## config.mk

```make
export PLATFORM = sky130hd
export DESIGN_NAME = result_buffer_flat
export DESIGN_NICKNAME = d
export VERILOG_FILES = /design/src/rtl/result_buffer_if.sv /design/src/rtl/result_buffer.sv /design/src/flat_wrapper.sv
export SDC_FILE = /design/constraint.sdc
export NUM_CORES = 1
export LEC_CHECK = 0
export CORE_UTILIZATION = 54
export DETAILED_ROUTE_END_ITERATION = 8
export PLACE_DENSITY = 0.85
export RECOVER_POWER = 50
export REMOVE_ABC_BUFFERS = 1
export SYNTH_ARGS = -nofsm -noshare
export SYNTH_HDL_FRONTEND = slang
export SYNTH_SLANG_ARGS = --single-unit
export TNS_END_PERCENT = 20
```

## constraint.sdc

```tcl
create_clock -name clock -period 5.8 [get_ports clock]
set_input_delay 1.45 -clock clock [delete_from_list [all_inputs] [get_ports clock]]
set_output_delay 1.45 -clock clock [all_outputs]
set_load 0.01 [all_outputs]
```

## src/rtl/result_buffer_if.sv

```systemverilog
// Result handshake between a functional unit, its result buffer
// and one arbiter station slot.
interface result_buffer_if #(
   parameter int SIZE = 32
);
   logic            in_valid;
   logic [SIZE-1:0] in_value;
   logic            in_ready;
   logic            station_ready;
   logic [SIZE-1:0] station_value;
   logic            station_is_asserting;

   modport slave (
      input  in_valid,
      input  in_value,
      input  station_is_asserting,
      output in_ready,
      output station_ready,
      output station_value
   );

   modport master (
      output in_valid,
      output in_value,
      output station_is_asserting,
      input  in_ready,
      input  station_ready,
      input  station_value
   );
endinterface

```

## src/rtl/result_buffer.sv

```systemverilog
// Per-unit FIFO of completed results feeding one arbiter station slot.
// Define RESULT_BUFFER_BYPASS_EN for a zero-latency path when empty.
module result_buffer #(
   parameter int SIZE  = 32,
   parameter int DEPTH = 4
) (
   input  logic                       clock,
   input  logic                       reset,
   input  logic                       flush,
   result_buffer_if.slave             bus,
   output logic [$clog2(DEPTH+1)-1:0] occupancy
);
   localparam int PW = $clog2(DEPTH);
   localparam int CW = $clog2(DEPTH+1);

   logic [SIZE-1:0] mem [DEPTH];
   logic [PW-1:0]   rd;
   logic [PW-1:0]   wr;
   logic [CW-1:0]   count;

   logic empty;
   logic full;
   logic byp;
   logic push;
   logic pop;
   logic wr_en;
   logic rd_en;

   function automatic logic [PW-1:0] nxt(input logic [PW-1:0] p);
      return (p == PW'(DEPTH-1)) ? '0 : p + PW'(1);
   endfunction

   assign empty = (count == '0);
   assign full  = (count == CW'(DEPTH));

`ifdef RESULT_BUFFER_BYPASS_EN
   assign byp = empty && bus.in_valid && !flush;
`else
   assign byp = 1'b0;
`endif

   assign bus.in_ready      = !full && !flush;
   assign bus.station_ready = !empty || byp;
   assign occupancy         = count;

   always_comb begin
      bus.station_value = '0;
      if (byp)
         bus.station_value = bus.in_value;
      else if (!empty)
         bus.station_value = mem[rd];
   end

   assign push = bus.in_valid && bus.in_ready;
   assign pop  = bus.station_is_asserting && bus.station_ready;

   // A bypassed result that is granted is consumed without touching storage.
   assign wr_en = push && !(byp && bus.station_is_asserting);
   assign rd_en = pop && !empty;

   always_ff @(posedge clock) begin
      if (reset) begin
         rd    <= '0;
         wr    <= '0;
         count <= '0;
      end else if (flush) begin
         rd    <= '0;
         wr    <= '0;
         count <= '0;
      end else begin
         if (wr_en)
            wr <= nxt(wr);
         if (rd_en)
            rd <= nxt(rd);
         if (wr_en && !rd_en)
            count <= count + CW'(1);
         else if (rd_en && !wr_en)
            count <= count - CW'(1);
      end
   end

   always_ff @(posedge clock) begin
      if (!reset && wr_en)
         mem[wr] <= bus.in_value;
   end
endmodule

```

## src/flat_wrapper.sv

```systemverilog
// flat-port wrapper written by rule: the top's interface ports become plain ports
module result_buffer_flat 
#(
   parameter int SIZE  = 32,
   parameter int DEPTH = 4
)
  (clock, reset, flush, occupancy, bus_in_valid, bus_in_value, bus_station_is_asserting, bus_in_ready, bus_station_ready, bus_station_value);
  result_buffer_if #(.SIZE(SIZE)) bus_i ();
  input  logic clock;
  input  logic reset;
  input  logic flush;
  output logic [$clog2(DEPTH+1)-1:0] occupancy;
  input wire logic [$bits(bus_i.in_valid)-1:0] bus_in_valid;
  input wire logic [$bits(bus_i.in_value)-1:0] bus_in_value;
  input wire logic [$bits(bus_i.station_is_asserting)-1:0] bus_station_is_asserting;
  output wire logic [$bits(bus_i.in_ready)-1:0] bus_in_ready;
  output wire logic [$bits(bus_i.station_ready)-1:0] bus_station_ready;
  output wire logic [$bits(bus_i.station_value)-1:0] bus_station_value;
  assign bus_i.in_valid = bus_in_valid;
  assign bus_i.in_value = bus_in_value;
  assign bus_i.station_is_asserting = bus_station_is_asserting;
  assign bus_in_ready = bus_i.in_ready;
  assign bus_station_ready = bus_i.station_ready;
  assign bus_station_value = bus_i.station_value;
  result_buffer #(.SIZE(SIZE), .DEPTH(DEPTH)) u_core (.clock(clock), .reset(reset), .flush(flush), .bus(bus_i), .occupancy(occupancy));
endmodule
```

* Word-level counts from Yosys, hierarchy flattened
Memories as Yosys holds them, arrays and structs flattened. A register that Yosys moved wholly into a read port is not among the register bits.
Index checks and enable logic that the tools add are counted.
** Word-level totals
- RAM bits :: 128
- Flip-flop bits (word level) :: 7
- Word-level logic and storage cells :: 36
- Output and inout bits :: 37
- Memories :: 1
** Memories
- u_core.mem :: words 4, width 32, rd ports 1, clocked after memory_dff 1, write ports 1, line result_buffer.sv:16 : logic [SIZE-1:0] mem [DEPTH];
** Operators by class
- Eq/ne operators :: 3
- Reduce and logical (&&, ||, !) cells :: 16
- Muxes and demuxes :: 9
- Add/subtract/negate cells :: 4
** Operators by type and width (count)
- $mux 32 :: 1
- $mux 2 :: 4
- $logic_and 1x1->1 :: 7
- $logic_not 1->1 :: 6
- $mux 3 :: 2
- $add 2x1->2 const B :: 2
- $eq 2x2->1 const B :: 2
- $add 3x1->3 const B :: 1
- $eq 3x3->1 const B :: 1
- $logic_not 3->1 :: 1
- $sub 3x1->3 const B :: 1
- $mux 1 :: 2
- $reduce_bool 2->1 :: 1
- $reduce_or 2->1 :: 1

* Logic depth before layout (Yosys ltp)
- Word-level depth :: 8
- Depth in mapped cells :: 9

* Worst setup path before layout
Ideal clock, no wire load.
- Path kind :: input to register
- Start point :: in flush
- End point :: mem u_core.mem[2][0], enable pin
- Buffers on the path :: 0
- Setup time :: 0.468 ns
- Stages :: 2
- Required time :: 5.332 ns
- Setup slack :: 1.163 ns
- Data arrival time :: 4.170 ns
- Cells stage by stage :: nand3b_2 > nor3b_1
** On the way
- Cells in the longest elaborated chain, start to end :: 6
** RTL lines
- start: declaration :: line flat_wrapper.sv:11 : input logic flush;
- $logic_not 1->1 :: line result_buffer.sv:42 : assign bus.in_ready = !full && !flush;
- $logic_and 1x1->1 :: line result_buffer.sv:42
- $logic_and 1x1->1 :: line result_buffer.sv:54 : assign push = bus.in_valid && bus.in_ready;
- $logic_and 1x1->1 :: line result_buffer.sv:83 : if (!reset && wr_en)
- $mux 1 :: line result_buffer.sv:83
- $mux 1 (implied by the code) :: line result_buffer.sv:84 : mem[wr] <= bus.in_value;
- end: declaration :: line result_buffer.sv:16
No other way between the ends.

==> flow_summary_export.csv <==
group,metric,value,unit
outcome,status,"completed",
global_routing,grt_usage,20.40,%
worst_setup_path,critPathTopFamily,"flip-flops",
detailed_routing,first_iter_violations,125,
worst_setup_path,cp_num_cells,4,
worst_hold_path,hp-class,"flop to flop",
sta,fmax,227.2,MHz
detailed_routing,post_drt_via_cell_ratio,5.543,
logic_synthesis,ys_ff_latch,137,
placed_design,dp_hpwl,5463,um
detailed_routing,drc,0,
global_routing,grt_pass1_wl,14380,um
worst_setup_path,end_kind,"primary output",
worst_setup_path,path_cells,"buf_4 > mux4_2 > nor2b_1 > clkdlybuf4s50_1",
worst_setup_path,criticalPathCategory,"flop to primary output",
worst_setup_path,critPathCapture,"bus_station_value[26]",
logic_synthesis,yosys.cell_count.top_type,"edfxtp_1",
clock_tree,cts_resized,0,
floorplanning,die_x,101.4,um
final_layout,area_growth,27.72,%
sta,fin_ws,1.399,ns
detailed_routing,top_layer,"met5",
logic_synthesis,synth_edf_count,128,
global_routing,grt_overflow_total,0,
logic_synthesis,yosysTopAreaCellShare,72.10,%
pwr,ir_worst_vdd,0.2032,mV
detailed_routing,wl_met2,4953,um
sta,finalCritPeriodShare,75.88,%
detailed_routing,routed_wl,9539,um
clock_tree,root_buffer,"clkbuf_8",
pwr,total_leakage_power,2.187,nW
sta,fin_skew,0.007008,ns
worst_setup_path,critical_path.max_fanout,27,
floorplanning,boundaryPins,74,
pwr,p_per_area,343.4,nW/um^2
sta,relSlewSlack,14.99,%
logic_synthesis,yosysWarnings,0,
clock_tree,cts_tree,"yes",
sta,final-hold-violation-count,0,
sta,finalCriticalPeriod,4.401,ns
logic_synthesis,async_reset_ff_share,0,%
placed_design,dp_cells,453,
logic_synthesis,synth_top_area_cell,"edfxtp_1",
placed_design,dp_slack,1.803,ns
job,cap_violations,0,
final_layout,final_area,6809,um^2
placed_design,place_area,6233,um^2
clock_tree,clk_latency,0.51,ns
floorplanning,rows,35,
logic_synthesis,postSynthCellCount,254,
floorplanning,start_util,56.62,%
final_layout,drive_above_1_share,20.56,%
worst_setup_path,r2r_slack,3.04,ns
worst_setup_path,max_stage_delay,0.98,ns
detailed_routing,dr.pass1.iters,4,
detailed_routing,vias,2683,
worst_setup_path,required,4.35,ns
worst_setup_path,r2r_start,"u_core.occupancy[0]$_SDFFE_PP0P_",
logic_synthesis,synth_common_cells,"edfxtp_1 (128), nor2b_1 (33), mux4_2 (32), dfxtp_1 (9), ha_1 (6)",
floorplanning,core_area,9415,um^2
global_routing,antenna_found_initial,1,
global_routing,first_global_vias,2753,
clock_tree,numCtsBuffers,17,
global_routing,grt_start_max_net_pins,33,
detailed_routing,wl_met1,3955,um
final_layout,fin_cells,484,
final_layout,finalNetCount,387,
logic_synthesis,ys_seq_area_share,75.48,%
worst_setup_path,cp_slowest_cell,"dfxtp_2",
clock_tree,htree_levels,4,
detailed_routing,wire_per_inst,19.71,um
logic_synthesis,yosys-top-cells-area,"edfxtp_1 (72%), mux4_2 (14%), nor2b_1 (3.9%)",
placed_design,routabilityCongestion,0.7394,
logic_synthesis,synthFlopType,"edfxtp_1",
placed_design,port-buffer-count,73,
sta,fin_tns_setup,0,ns
clock_tree,cts.clk_slew.worst_paths,0.06,ns
worst_setup_path,cp.arrival,2.95,ns
sta,drv_slew,0,
worst_setup_path,timing.rr.end,"u_core.mem[3][6]$_DFFE_PP_",
logic_synthesis,synth.distinct_cells,24,
floorplanning,die_h,101.4,um
sta,rsz0062_at_grt,"no",
worst_setup_path,cp_num_buf_inv,2,
final_layout,num_antenna_cells,0,
clock_tree,cts_sinks,137,
floorplanning,fp.dieArea,10270,um^2
clock_tree,cts_hold_buf,0,
worst_setup_path,start_kind,"flop",
detailed_routing,wl_met3,551,um
logic_synthesis,syn_area,5331,um^2
logic_synthesis,avgSynthCellArea,20.99,um^2
sta,setup_viol,0,
sta,worstMarginPinSlew,1.275,ns
clock_tree,clk_path_buf_depth,2,
clock_tree,postCtsSetupBuffers,0,
detailed_routing,ant_nets,0,
worst_setup_path,worstRegToRegCells,4,
-- state kept, by name, indices dropped and copies added, names as in the netlist, named ones only --
signal            cells
u_core.rd             2
u_core.wr             2
u_core.mem          128
u_core.occupancy      3
-- cells by family (layout without fill, tap and decap cells) --
| logic type | after synthesis | in the layout | synth area share [%] |
|---|---|---|---|
| flops | 137 | 137 | 75.48 |
| simple gates | 53 | 53 | 6.125 |
| mux | 35 | 35 | 14.08 |
| buf+inv | 15 | 116 | 1.690 |
| fa+ha+maj | 7 | 7 | 1.784 |
| compound gates | 5 | 5 | 0.5164 |
| xor+xnor | 2 | 2 | 0.3286 |
-- cell usage in the layout (no fill, tap or decap), drive strengths merged --
master	instances
edfxtp	128
clkdlybuf4s50	38
dlygate4sd3	35
nor2b	33
mux4	32
clkbuf	22
dfxtp	9
ha	6
inv	6
nand2	5
buf	5
clkinvlp	4
nor3b	4
or3	3
mux2i	3
nor2	3
bufinv	3
clkinv	3
a21oi	2
xor2	2
o21ai	2
or3b	1
nand3b	1
nor3	1
o31ai	1
or2	1
nand3	1
fa	1
-- worst min-delay path by stage --
stage                         startpoint                        end  slack, ns  cells after the start
4_1_cts        u_core.rd[0]$_SDFFE_PP0P_                       flop       0.51                      2
5_1_grt        u_core.rd[0]$_SDFFE_PP0P_                       flop       0.56                      2
6_report       u_core.wr[1]$_SDFFE_PP0P_  u_core.wr[1]$_SDFFE_PP0P_       0.52                      2
2_1_floorplan  u_core.rd[0]$_SDFFE_PP0P_                       flop       0.46                      2
3_5_place_dp   u_core.rd[0]$_SDFFE_PP0P_                       flop       0.49                      2
3_3_place_gp   u_core.rd[0]$_SDFFE_PP0P_                       flop       0.47                      2
-- final cells by class --
cell class                 instances  area (um^2)
clock buffer                      20        445.4
tap                              129        161.4
inverter                           5        18.77
clock inverter                    11        146.4
fill                             582         2606
multi-input combinational        102         1235
sequential                       137         4026
timing repair buffer              80        775.7
-- stage by stage --
stage                     util (%)  hold WS, ns  power, mW
after floorplan                  -       0.4592      1.197
after global placement       66.21       0.4703      1.300
after detailed placement     66.21       0.4910      1.304
after CTS                    72.49       0.5127      2.358
after global routing         72.32       0.5558      2.408
final                        72.32       0.5177      2.338
-- power breakdown --
group | leakage [nW] | total [mW] | internal (mW) | switching (mW)
sequential | 1.23 | 1.10 | 1.09 | 0.0113
clock | 0.277 | 1.06 | 0.674 | 0.385
combinational | 0.680 | 0.175 | 0.0968 | 0.0782
total | 2.19 | 2.34 | 1.86 | 0.475
-- tightest hold or removal path: stages (launching register included) --
cell and delay, ns:
dfxtp_1 0.34, nand2_1 0.07, mux2i_1 0.06
-- per-layer routing --
metal,up-vias,track usage [%]
li1,1186,-
met1,1390,24.96
met2,92,33.39
met3,13,8.006
met4,2,7.135
met5,-,0
No activity file was read; power rests on OpenSTA's default activity.
